File: src/rtl/sevenseg_scan.sv
// Time-multiplexed 4-digit common-anode seven-segment driver with frame snapshot,
// anti-ghost blanking gap, minutes leading-zero blanking and paused-blink mode.
module sevenseg_scan #(
   parameter int unsigned REFRESH_DIV = 100000,
   parameter int unsigned BLANK_CYC   = 50,
   parameter int unsigned BLINK_DIV   = 25000000,
   parameter bit          LZ_BLANK    = 1'b1
) (
   input  logic       clk,
   input  logic       rst,
   input  logic [3:0] digit_min,
   input  logic [3:0] digit_st,
   input  logic [3:0] digit_su,
   input  logic [3:0] digit_tenths,
   input  logic       running,
   input  logic       dir,
   output logic [3:0] an,
   output logic [6:0] seg,
   output logic       dp
);

   localparam int unsigned CW = $clog2(REFRESH_DIV);
   localparam int unsigned BW = (BLINK_DIV > 1) ? $clog2(BLINK_DIV) : 1;
   localparam logic [CW-1:0] CNT_LAST  = CW'(REFRESH_DIV - 1);
   localparam logic [CW-1:0] BLANK_V   = CW'(BLANK_CYC);
   localparam logic [BW-1:0] BLINK_LAST = BW'(BLINK_DIV - 1);

   logic [CW-1:0] cnt;
   logic [1:0]    idx;
   logic [BW-1:0] blink_cnt;
   logic          phase;
   logic [15:0]   snapshot;   // {min, st, su, tenths}

   logic [3:0] digit;
   logic [6:0] seg_d;
   logic [3:0] an_d;
   logic       dp_d;
   logic       blink_en;

   always_comb begin
      digit    = '0;
      seg_d    = '1;
      an_d     = '1;
      dp_d     = 1'b1;
      blink_en = !running && (snapshot != 16'h0000);

      case (idx)
         2'd0:    digit = snapshot[3:0];
         2'd1:    digit = snapshot[7:4];
         2'd2:    digit = snapshot[11:8];
         default: digit = snapshot[15:12];
      endcase

      case (digit)
         4'd0:    seg_d = 7'b1000000;
         4'd1:    seg_d = 7'b1111001;
         4'd2:    seg_d = 7'b0100100;
         4'd3:    seg_d = 7'b0110000;
         4'd4:    seg_d = 7'b0011001;
         4'd5:    seg_d = 7'b0010010;
         4'd6:    seg_d = 7'b0000010;
         4'd7:    seg_d = 7'b1111000;
         4'd8:    seg_d = 7'b0000000;
         4'd9:    seg_d = 7'b0010000;
         default: seg_d = 7'b0111111;
      endcase

      if (LZ_BLANK && (idx == 2'd3) && (digit == 4'd0))
         seg_d = '1;

      if ((idx == 2'd1) || ((idx == 2'd3) && dir))
         dp_d = 1'b0;

      // Blank gap and blink both only ever force anodes off, never on.
      if ((cnt < BLANK_V) || (blink_en && phase))
         an_d = '1;
      else
         an_d = ~(4'b0001 << idx);
   end

   always_ff @(posedge clk or negedge rst) begin
      if (!rst) begin
         cnt       <= '0;
         idx       <= '0;
         blink_cnt <= '0;
         phase     <= 1'b0;
         snapshot  <= '0;
         an        <= '1;
         seg       <= '1;
         dp        <= 1'b1;
      end else begin
         if (cnt == CNT_LAST) begin
            cnt <= '0;
            idx <= idx + 2'd1;
            if (idx == 2'd3)
               snapshot <= {digit_min, digit_st, digit_su, digit_tenths};
         end else begin
            cnt <= cnt + CW'(1);
         end

         if (blink_cnt == BLINK_LAST) begin
            blink_cnt <= '0;
            phase     <= ~phase;
         end else begin
            blink_cnt <= blink_cnt + BW'(1);
         end

         an  <= an_d;
         seg <= seg_d;
         dp  <= dp_d;
      end
   end

endmodule

File: config.mk
export PLATFORM = sky130hd
export DESIGN_NAME = sevenseg_scan
export DESIGN_NICKNAME = d
export VERILOG_FILES = /design/src/rtl/sevenseg_scan.sv
export SDC_FILE = /design/constraint.sdc
export NUM_CORES = 1
export LEC_CHECK = 0
export ABC_AREA = 1
export CELL_PAD_IN_SITES_DETAIL_PLACEMENT = 1
export CELL_PAD_IN_SITES_GLOBAL_PLACEMENT = 2
export CORE_UTILIZATION = 34
export DETAILED_ROUTE_END_ITERATION = 10
export PLACE_DENSITY_LB_ADDON = 0.1
export RECOVER_POWER = 100
export REMOVE_ABC_BUFFERS = 1
export SYNTH_ARGS = -nofsm -noshare
export SYNTH_HDL_FRONTEND = slang
export SYNTH_SLANG_ARGS = --single-unit
File: constraint.sdc
create_clock -name clk -period 2.3 [get_ports clk]
set_clock_uncertainty 0.05 [all_clocks]
set_input_delay 0.345 -clock clk [delete_from_list [all_inputs] [get_ports clk]]
set_output_delay 0.345 -clock clk [all_outputs]
set_load 0.01 [all_outputs]
# --- Word-level counts from Yosys, hierarchy flattened ---
# Memories as Yosys holds them, arrays and structs flattened.
# Index checks and enable logic that the tools add are counted.
op_classes:
  addsub: 3
  n_lt_le_gt_ge: 1
  eq_ne: 5
  shift: 1
  muxes: 6
  bitwise: 2
  n_reduce_logical: 11
ops:
  columns: ["operator", "count"]
  rows:
  - ["$add 25x1->25 const B", 1]
  - ["$eq 25x25->1 const B", 1]
  - ["$mux 25", 1]
  - ["$add 17x1->17 const B", 1]
  - ["$eq 17x17->1 const B", 1]
  - ["$lt 17x6->1 const B", 1]
  - ["$mux 17", 1]
  - ["$reduce_bool 16->1", 1]
  - ["$pmux 4 s3", 1]
  - ["$mux 7", 1]
  - ["$eq 2x2->1 const B", 2]
  - ["$logic_and 1x1->1", 4]
  - ["$logic_not 4->1", 1]
  - ["$mux 4", 1]
  - ["$not 4->4", 1]
  - ["$shl 1x2->4 const A", 1]
  - ["$add 2x1->2 const B", 1]
  - ["$eq 2x1->1 const B", 1]
  - ["$logic_not 2->1", 1]
  - ["$logic_or 1x1->1", 2]
  - ["$reduce_and 2->1", 1]
  - ["$logic_not 1->1", 1]
  - ["$mux 1", 1]
  - ["$not 1->1", 1]
totals:
  reg_bits: 73
  rom_bits: 112
  inputBits: 20
  output_inout_bits: 12
  wordCells: 38
  memories: 1
memory_table:
  columns: ["memory", "words", "width", "rd", "rd_clocked_by_memory_dff", "wr", "line_no", "text"]
  rows:
  - ["(name not given)", 16, 7, 1, 0, 0, "54", "case (digit)"]

# --- Logic depth before layout (Yosys ltp) ---
# Gate-level depths: netlist (run 1).
depth:
  ltp_word: 5
  mapped_depth: 11
  depth_no_buf: 11

# --- Worst setup path after synthesis (run 1) ---
# Ideal clock, no wire load.
synth_timing:
  kind: "register to register"
  start: "register idx[0]"
  end: "register seg[1]"
  setup_time_ns: 0.060
  arrival_time_ns: 1.748
  required_ns: 2.190
  setup_slack_ns: 0.442
  path_stages_with_launch: 10
  n_path_buf: 1
  synth_period_minus_slack_ns: 1.858
  cell_sequence: "dfrtp_1 ha_1 buf_6 clkinv_2 nand2_1 o21ai_2 inv_1 ha_1 or2_2 nand2_1"
synth_via:
  elab_chain_cells: 5
  word_cells_on_any_way: 9
  cone_classes: "eq/ne: 3; mux: 2; reduce/logical: 3; memory: 1"
synth_rtl:
  columns: ["element", "line_no", "text"]
  rows:
  - ["start, declared", "29", "logic [1:0] idx;"]
  - ["start signal, assigned", "94", "idx <= idx + 2'd1;"]
  - ["parallel branches: the longest is 4 deep, another holds $mem_v2 16x7", null, null]
  - ["$mux 7 *", "68", "if (LZ_BLANK && (idx == 2'd3) && (digit == 4'd0))"]
  - ["named net seg_d[1]", "35", "logic [6:0] seg_d;"]
  - ["end signal, assigned", "109", "seg <= seg_d;"]
  - ["end, declared", "18", "output logic [6:0] seg,"]
# Mark *: on every way through the listed nets, which the timed path passes.
# A chain may end at the register's enable or synchronous reset.

# --- Final worst setup path (run 1) ---
# Same ends and word-level chain as after synthesis.

==> flow_summary.json, run 1 <==
{
  "status": "finished clean",
  "synthAdderAreaFrac": 0.0269,
  "power_density_nw_per_um2": 568,
  "clk_latency_ns": 0.35,
  "vdd_drop_max_mv": 0.293,
  "postCtsSetupBuffers": 0,
  "comb_power_share": 0.022,
  "max_slew_margin": 0.354,
  "hold-worst-slack_ns": 0.410,
  "drv_cap": 0,
  "die_y_um": 113,
  "synth_compound_area_frac": 0.0580,
  "track_usage": 0.187,
  "grt_remaining_overflow": 0,
  "synth.area.top_cells": "dfrtp_1 36%, nand2_1 13%, dfstp_2 7.5%, inv_1 7.4%, nor2_1 7.3%",
  "hp-start": "cnt[0]$_DFF_PN0_",
  "drc": 0,
  "min_path_type": "register to register",
  "setup_tns_ns": 0,
  "final_util": 0.409,
  "ys_seq_elements": 73,
  "r2r_setup_slack_ns": 0.20,
  "yosysTopAreaCell": "dfrtp_1",
  "cts_tree": "yes",
  "reg2reg_depth": 8,
  "clock_path_buffers": 2,
  "clock_sinks": 73,
  "vias": 3539,
  "worstSetupPathType": "register to register",
  "syn_area_um2": 4190,
  "crit_end": "seg[1]$_DFF_PN1_",
  "dr.pass1.iters": 4,
  "synth-seq-area-share": 0.440,
  "synth_top_area_share": 0.365,
  "antenna_left": 0,
  "root_buffer": "clkbuf_16",
  "synth-simple-area-share": 0.338,
  "worstPathArrival_ns": 2.34,
  "die_w_um": 113,
  "wl_met1_mm": 5.26,
  "viasPerCell": 4.71,
  "dieArea_um2": 12800,
  "max_slew.worst_pin.slew_ns": 0.969,
  "clockPowerShare": 0.516,
  "final_cell_mix": "146 x nand2_1, 84 x nor2_1, 82 x inv_1",
  "reg2reg_from": "idx[0]$_DFFE_PN0N_",
  "min_period_ns": 2.10,
  "multiInputGateArea_um2": 1880,
  "gp_congestion": 0.801,
  "leakagePower_nw": 2.53,
  "totalWireLength_mm": 10.8,
  "fin_crit_sh": 0.913,
  "nets": 628,
  "endpoint_kind": "register",
  "antenna_found_initial": 0,
  "mostFrequentLayoutCell": "nand2_1",
  "grt_max_degree": 38,
  "startpoint": "idx[0]$_DFFE_PN0N_",
  "intPower_mw": 2.21,
  "switchingPower_mw": 0.577,
  "wl_met2_mm": 5.13,
  "cts_buffers": 9,
  "synth_warnings": 0,
  "rsz0062_at_grt": "false",
  "placeableCoreArea_um2": 12000,
  "finalSetupViolations": 0,
  "synth_xor_area_frac": 0.0377,
  "synth_top_family_by_area": "simple AND/OR/NAND/NOR gates",
  "cts_resized": 0,
  "r2r-end": "seg[1]$_DFF_PN1_",
  "wl_per_cell_um": 14.4,
  "initial_core_util": 0.348,
  "pwr-share-seq": 0.461,
  "slew_violations": 0,
  "htreeDepth": 3,
  "row_count": 40,
  "fmax_mhz": 476,
  "wl_met3_um": 193,
  "synth_cell_type_count": 29,
  "portBuffers": 31,
  "finalHoldViolations": 0,
  "routed.top_layer": "met4",
  "startpoint_type": "register",
  "boundaryPins": 32,
  "register_area_um2": 1840,
  "switching_share": 0.207,
  "syn_avg_cell_area_um2": 7.53,
  "grt_pass1_vias": 3741,
  "drive_gt1_frac": 0.131,
  "critical_path.max_fanout": 7,
  "required_ns": 2.54,
  "cts.clk_slew.worst_paths_ns": 0.06,
  "grt_pass1_wl_mm": 18.4,
  "fillers": 1525,
  "dpl.hpwl_mm": 8.40,
  "initialDrtViolationCount": 71,
  "synth_mux_area_frac": 0,
  "diodes": 0,
  "syn_inst": 556,
  "synthToLayoutAreaGrowth_pct": 17.4
}
## cell families (layout without fill, tap and decap cells)
kind of cell | after synthesis | count (layout)
compound gates | 33 | 33
xor+xnor | 18 | 18
flops | 73 | 73
buf+inv | 102 | 150
simple gates | 321 | 321
fa+ha+maj | 9 | 9
## cell usage after synthesis
library cell    n
nor3_1         13
nand2_1       145
a21oi_2         1
a21oi_1         4
o21ai_0         8
xor2_1         15
nor3b_1         1
inv_2          15
nor3_2          1
nor2_2          1
inv_1          82
dfstp_2        12
nor2_1         81
nand3_2         1
ha_1            9
or2_2           1
nand2_4         1
nand3b_1        1
nor2_4          3
nand3_4         1
nand4_1        14
buf_6           4
nand3_1        41
clkinv_2        1
o21bai_1        1
xnor2_1         3
dfrtp_1        61
nand2_2        16
o21ai_2        19
## metrics by stage
| step | setup WS [ns] | power, mW | area [um^2] | std cells |
|---|---|---|---|---|
| 2_1_floorplan | 0.428 | 1.31 | 4140 | 552 |
| 3_3_place_gp | 0.401 | 1.38 | 4670 | 734 |
| 3_5_place_dp | 0.295 | 1.38 | 4670 | 734 |
| 4_1_cts | 0.269 | 2.85 | 4980 | 751 |
| 5_1_grt | 0.0536 | 2.89 | 4910 | 751 |
| 6_report | 0.200 | 2.79 | 4910 | 751 |
## how the worst min path moves through the flow
stage | endpoint | slack (ns) | depth (start not counted)
final | cnt[0]$_DFF_PN0_ | 0.41 | 1
after global routing | cnt[0]$_DFF_PN0_ | 0.45 | 1
after CTS | cnt[0]$_DFF_PN0_ | 0.42 | 1
after detailed placement | blink_cnt[21]$_DFF_PN0_ | 0.31 | 1
after global placement | blink_cnt[21]$_DFF_PN0_ | 0.30 | 1
after floorplan | blink_cnt[0]$_DFF_PN0_ | -0.0006 | 0
## area by class of cell
class                           count  share of cell area
Timing Repair Buffer               36              0.0695
Inverter                           98              0.0751
Clock buffer                       13              0.0530
Multi-Input combinational cell    381               0.382
Sequential cell                    73               0.375
Tap cell                          147              0.0374
Clock inverter                      3             0.00815
## power groups by stage
stage / combinational (mW) / sequential [mW] / clock (mW)
5_1_grt: 0.0703 / 1.28 / 1.53
4_1_cts: 0.0707 / 1.29 / 1.49
3_3_place_gp: 0.0683 / 1.31 / 0
6_report: 0.0625 / 1.29 / 1.44
3_5_place_dp: 0.0692 / 1.31 / 0
## critical path: stages (launching register included)
cell and delay, ns:
dfrtp_1 0.38, ha_1 0.20, clkbuf_1 0.38, nand2_1 0.12, o21ai_2 0.12, inv_1 0.12, ha_1 0.30, or2_2 0.30
nand2_1 0.07
## metal layers
layer / vias to the layer above / GRT usage
met5: - / 0
li1: 1794 / -
met2: 28 / 0.311
met4: 0 / 0.0789
met3: 13 / 0.0289
met1: 1704 / 0.243
## state kept, by name (all words and copies together) (netlist names)
register	cells
an	4
blink_cnt	25
cnt	17
dp	1
idx	2
phase	1
seg	7
snapshot	16
## what timing repair did
item,4_1_cts,5_1_grt
hold buffers,1,0
endpoints found under the setup margin,0,0
endpoints found under the hold margin,25,0
No activity file was read; power rests on OpenSTA's default activity.
==> run 2, diff against run 1 <==
Clock period 2.3 ns to 2.1 ns, I/O delays scaled along.
==> run 2 against run 1 <==
- die area unchanged
- register-to-register slack got worse by 0.04 ns
- design area is 0.13% higher
- wire length is 0.58% lower
- first-iteration DRC count up 82%
- critical path type unchanged
==> flow_summary.json, run 2 (synthesis gave the netlist of run 1 again) <==
{
  "status": "finished clean",
  "crit_path_frequent_cell": "nand2_1",
  "grt_remaining_overflow": 0,
  "critPathTopFamily": "adder cells",
  "final_area_um2": 4920,
  "root_buffer": "clkbuf_16",
  "switching_share": 0.228,
  "leakagePower_nw": 2.53,
  "dr.pass1.iters": 6,
  "critical_path.max_fanout": 5,
  "pwr-share-seq": 0.485,
  "gp_congestion": 0.792,
  "comb_power_share": 0.024,
  "mostFrequentLayoutCell": "nand2_1",
  "power_density_nw_per_um2": 591,
  "drc": 0,
  "cp_slowest_cell": "dfrtp_1",
  "clock_sinks": 73,
  "postCtsSetupBuffers": 0,
  "required_ns": 2.34,
  "cts.clk_slew.worst_paths_ns": 0.06,
  "totalWireLength_mm": 10.7,
  "max_slew_margin": 0.296,
  "boundaryPins": 32,
  "vdd_drop_max_mv": 0.352,
  "crit_chain": "inv_1 > ha_2 > nand2_1 > nand2_1 > o21ai_4 > inv_1 > ha_1 > or2_2 > nand2_1",
  "dpl.hpwl_mm": 8.44,
  "cp_num_buf_inv": 2,
  "die_w_um": 113,
  "grt_pass1_vias": 3563,
  "cts_buffers": 9,
  "reg_top3": "blink_cnt (25), cnt (17), snapshot (16)",
  "top_register": "blink_cnt",
  "rsz0062_at_grt": "false",
  "placed_area_um2": 4690,
  "cts_tree": "yes",
  "grt_max_degree": 38,
  "htreeDepth": 3,
  "max_slew.worst_pin.slew_ns": 1.06,
  "viasPerCell": 4.68,
  "dieArea_um2": 12800,
  "startpoint_type": "register",
  "min_path_type": "register to register",
  "clock_path_buffers": 2,
  "fin_crit_sh": 0.923,
  "synthToLayoutAreaGrowth_pct": 17.5,
  "row_count": 40,
  "slew_violations": 0,
  "clockPowerShare": 0.491,
  "worstSetupPathType": "register to register",
  "die_y_um": 113,
  "vias": 3524,
  "slowest_delay_ns": 0.38,
  "wl_per_cell_um": 14.3,
  "track_usage": 0.186,
  "setup_tns_ns": 0,
  "diodes": 0,
  "antenna_found_initial": 0,
  "finalHoldViolations": 0,
  "initialDrtViolationCount": 129,
  "finalSetupViolations": 0,
  "switchingPower_mw": 0.662,
  "multiInputGateArea_um2": 1880,
  "initial_core_util": 0.348,
  "nets": 630,
  "endpoint_kind": "register",
  "p_total_mw": 2.91,
  "placeableCoreArea_um2": 12000,
  "antenna_left": 0,
  "largest_reg_flops": 25,
  "min_period_ns": 1.94,
  "drive_gt1_frac": 0.130,
  "portBuffers": 31,
  "grt_pass1_wl_mm": 18.0,
  "intPower_mw": 2.24,
  "final_cell_mix": "152 x nand2_1, 82 x nor2_1, 82 x inv_1",
  "worstPathArrival_ns": 2.18,
  "fmax_mhz": 516,
  "clk_latency_ns": 0.35,
  "fillers": 1488,
  "drv_cap": 0,
  "register_area_um2": 1840
}
[run 2: cell types whose count changed in the layout (fill, tap and decap cells not counted), sizes merged]
| cell | delta |
|---|---|
| inv | +1 |
| clkinvlp | +2 |
| buf | +4 |
| clkinv | +1 |
| clkbuf | -5 |
| bufinv | -1 |
[run 2: through the flow]
step | cells | util | hold WS [ns] | worst slack, ns
floorplan | 552 | - | -0.0306 | 0.228
global placement | 736 | 0.390 | 0.271 | 0.209
detailed placement | 736 | 0.390 | 0.284 | 0.0791
CTS | 753 | 0.414 | 0.417 | 0.0590
global route | 753 | 0.410 | 0.447 | 0.0162
finish | 753 | 0.410 | 0.410 | 0.162
[run 2: path summary, 6_finish.rpt]
| path | from | slack, ns | endpoint | depth (start not counted) |
|---|---|---|---|---|
| setup / recovery | idx[0]$_DFFE_PN0N_ | 0.16 | seg[1]$_DFF_PN1_ | 9 |
| hold / removal | cnt[0]$_DFF_PN0_ | 0.41 | cnt[0]$_DFF_PN0_ | 1 |
| setup reg to reg | idx[0]$_DFFE_PN0N_ | 0.16 | seg[1]$_DFF_PN1_ | 9 |
| hold reg to reg | cnt[0]$_DFF_PN0_ | 0.41 | cnt[0]$_DFF_PN0_ | 1 |
| max in group asynchronous | rst | 0.54 | an[3]$_DFF_PN1_ | 3 |
| min in group asynchronous | rst | 0.65 | blink_cnt[19]$_DFF_PN0_ | 2 |
[run 2: layout make-up]
type | instances | area share
Multi-Input combinational cell | 381 | 0.382
Sequential cell | 73 | 0.374
Timing Repair Buffer | 38 | 0.0758
Inverter | 98 | 0.0750
Clock buffer | 10 | 0.0465
Tap cell | 147 | 0.0374
Clock inverter | 6 | 0.00865
[run 2: power by group through the flow]
stage,clock [mW],sequential (mW),combinational [mW]
after global placement,0,1.43,0.0737
after detailed placement,0,1.43,0.0754
after CTS,1.48,1.41,0.0771
after global routing,1.53,1.41,0.0794
final,1.43,1.41,0.0706
[run 2: routing by layer]
| layer | track usage | part of all wire | up-vias |
|---|---|---|---|
| li1 | - | - | 1799 |
| met1 | 0.241 | 0.48 | 1686 |
| met2 | 0.307 | 0.48 | 27 |
| met3 | 0.0487 | 0.024 | 12 |
| met4 | 0.0500 | 0.010 | 0 |
| met5 | 0 | 0 | - |
[run 2: repair_timing]
item,4_1_cts,5_1_grt
endpoints found under the hold margin,25,0
setup endpoints to repair,0,6
resized for setup,0,5
hold buffers,1,0
==> run 3, diff against run 2 <==
Settings changed: SLEW_MARGIN set to 30.
==> results of run 3 <==
The final DEF is identical to that of run 2; final timing and power are the same.
==> patch: new RTL, flow settings as in run 2 <==
Remove the register `seg`: a continuous assignment takes its place, so the output `seg` follows one clock earlier.
--- a/src/rtl/sevenseg_scan.sv
+++ b/src/rtl/sevenseg_scan.sv
@@ -88,3 +88,2 @@
          an        <= '1;
-         seg       <= '1;
          dp        <= 1'b1;
@@ -108,3 +107,2 @@
          an  <= an_d;
-         seg <= seg_d;
          dp  <= dp_d;
@@ -113,2 +111,4 @@
 
+   assign seg = seg_d;
+
 endmodule
Behaviour: not the same (a bounded check fails within 4 cycles, from zero or initial values and one cycle with rst low).
==> patch against run 2 <==
The run now ends with negative setup slack left; sequential cell count fell by 7; total power is 3.1% higher; synthesized area down 4.5%; routed wire length increased by 6.4%; largest power group unchanged; count of clock-buffer cells in the layout grew 1; setup slack lost 530 ps; design area up 5.0%; clock power up 15%; sequential power decreased by 9.9%; critical path depth stayed put; first-iteration DRC count rose by 19%; sequential share of layout area shrank 5.3 points; core utilization rose by 4.3 points; synthesized cell count fell by 1.3%.
==> patch: results (changes against run 2) <==
- Slew margin rel.: 32.2% (was 29.6%)
- Violated checks: negative setup slack
- Mapped Cells: 549 (was 556)
- Seq/Total Area, Yosys: 41.5% (was 44.0%)
- M1 WL: 5.58 mm (was 5.20 mm)
- Sw power: 0.620 mW (was 0.662 mW)
- Final nets: 647 (was 630)
- Met3 wire length: 331 um (was 260 um)
- Hpwl dp: 8.51 mm (was 8.44 mm)
- H-tree depth: 3 (unchanged)
- IO buf count: 31 (unchanged)
- Critical Path Slowest Stage Cell: dfrtp_2 (was dfrtp_1)
- Pre-Repair DR Iteration Count: 4 (was 6)
- Layout cells sized above 1: 21.7% (was 13.0%)
- Lkg Pwr: 2.64 nW (was 2.53 nW)
- Routed wire per std cell: 14.9 um (was 14.3 um)
- Vias: 3676 (was 3524)
- Total GRT Usage: 20.1% (was 18.6%)
- Yosys cell types: 27 (was 29)
- Vias in the first global route: 3944 (was 3563)
- Synth area leaders: dfrtp_1 (38%), nand2_1 (14%), inv_1 (8.7%) (was dfrtp_1 (36%), nand2_1 (13%), dfstp_2 (7.5%))
- Post-synthesis async set-or-reset flop share: 100% (unchanged)
- Largest net degree at the start of global routing: 52 (was 38)
- DRT iter0 DRCs: 153 (was 129)
- Crit Path Max Fanout: 3 (was 5)
- Worst hold path class: reg2reg (unchanged)
- Initial antenna violation count: 0 (unchanged)
- Clock transition at path regs: 60 ps (about the same)
- Vias per cell: 4.80 (was 4.68)
- # setup viols final: 7 (was 0)
- Outcome: complete, but fails checks (was completed)
- Highest routed layer: met4 (unchanged)
- Final setup TNS: -2470 ps (was 0 ps)
- Root buf cell: clkbuf_16 (unchanged)
- Most frequent cells after synthesis: nand2_1 (145), inv_1 (93), nor2_1 (81) (was nand2_1 (145), inv_1 (82), nor2_1 (81))
- Crit path largest cell delay: 450 ps (was 380 ps)
- Final worst slack: -363 ps (was 162 ps)
- Worst EP arrival: 2100 ps (was 2180 ps)
- Worst skew pair latency: 340 ps
- First-pass GRT wire length: 19.6 mm (was 18.0 mm)
- Pre-CTS setup slack: -529 ps (was 79.1 ps)
- CP top delay family: flip-flops (was adder cells)
- GP Congestion: 0.764 (was 0.792)
- Synth warn: 0 (unchanged)
- Dominant synthesized flop cell: dfrtp_1 (unchanged)
- Maximum VDD drop: 339 uV (was 352 uV)
- Placed cell area: 0.00462 mm^2 (was 0.00469 mm^2)
- Met2 routed WL: 5.34 mm (was 5.16 mm)
- Dpl cells: 741 (was 736)
patch: cell count changes in the layout (fill, tap and decap cells not counted), moves of 7 or more:
cell / change
buf_2: +7
buf_4: +19
o21ai_2: +9
inv_2: -7
nand2_1: -16
dlygate4sd3_1: -12
ha_4: +7
o21ai_0: -9
dfstp_2: -7
nand2_2: +15
patch: area by class of cell:
| class | instances | area (um^2) |
|---|---|---|
| sequential | 66 | 1660 |
| tap | 143 | 179 |
| fill | 1410 | 6250 |
| inverter | 98 | 375 |
| multi-input combinational | 381 | 2090 |
| timing repair buffer | 62 | 544 |
| clock buffer | 11 | 243 |
| clock inverter | 5 | 77.6 |
patch: cells by family after synthesis:
| kind of cell | share of synthesized area [%] |
|---|---|
| compound gates | 6.08 |
| xor+xnor | 3.95 |
| fa+ha+maj | 2.82 |
| buf+inv | 10.3 |
| flops | 41.5 |
| simple gates | 35.3 |
patch: worst reg2reg max path, stage by stage (launching register included):
cell	delay, ps
dfrtp_1	410
ha_1	240
nand3_2	160
inv_1	120
nand3_1	70
nor2_1	210
nand2_1	110
inv_1	270
nor2_1	90
patch: power by group through the flow:
stage	logic (mW)	registers, mW	clock network (mW)
6_report	0.0717	1.27	1.65
5_1_grt	0.0805	1.27	1.75
4_1_cts	0.0757	1.27	1.69
3_5_place_dp	0.0737	1.30	0
3_3_place_gp	0.0726	1.30	0
patch: worst paths after layout:
path	from	endpoint	slack, ps	depth (start not counted)
setup / recovery	idx[0]	seg[1]	-360	9
hold reg to reg	cnt[0]	cnt[0]	410	1
hold / removal	cnt[0]	cnt[0]	410	1
setup reg to reg	blink_cnt[0]	blink_cnt[19]	260	8
min in group asynchronous	rst	blink_cnt[23]	620	2
max in group asynchronous	rst	dp	500	3
patch: layer usage:
layer	up-vias	track usage, %
met5	-	0
met4	0	5.96
met3	14	4.50
met2	36	32.0
met1	1802	27.3
li1	1824	-
patch: repair_timing:
action / CTS / global route
cloned: 0 / 0
setup endpoints to repair: 7 / 7
pin swaps: 16 / 10
gates resized for setup: 61 / 15
hold endpoints to repair: 12 / 0
hold buffers: 1 / 0
setup buffers: 7 / 1
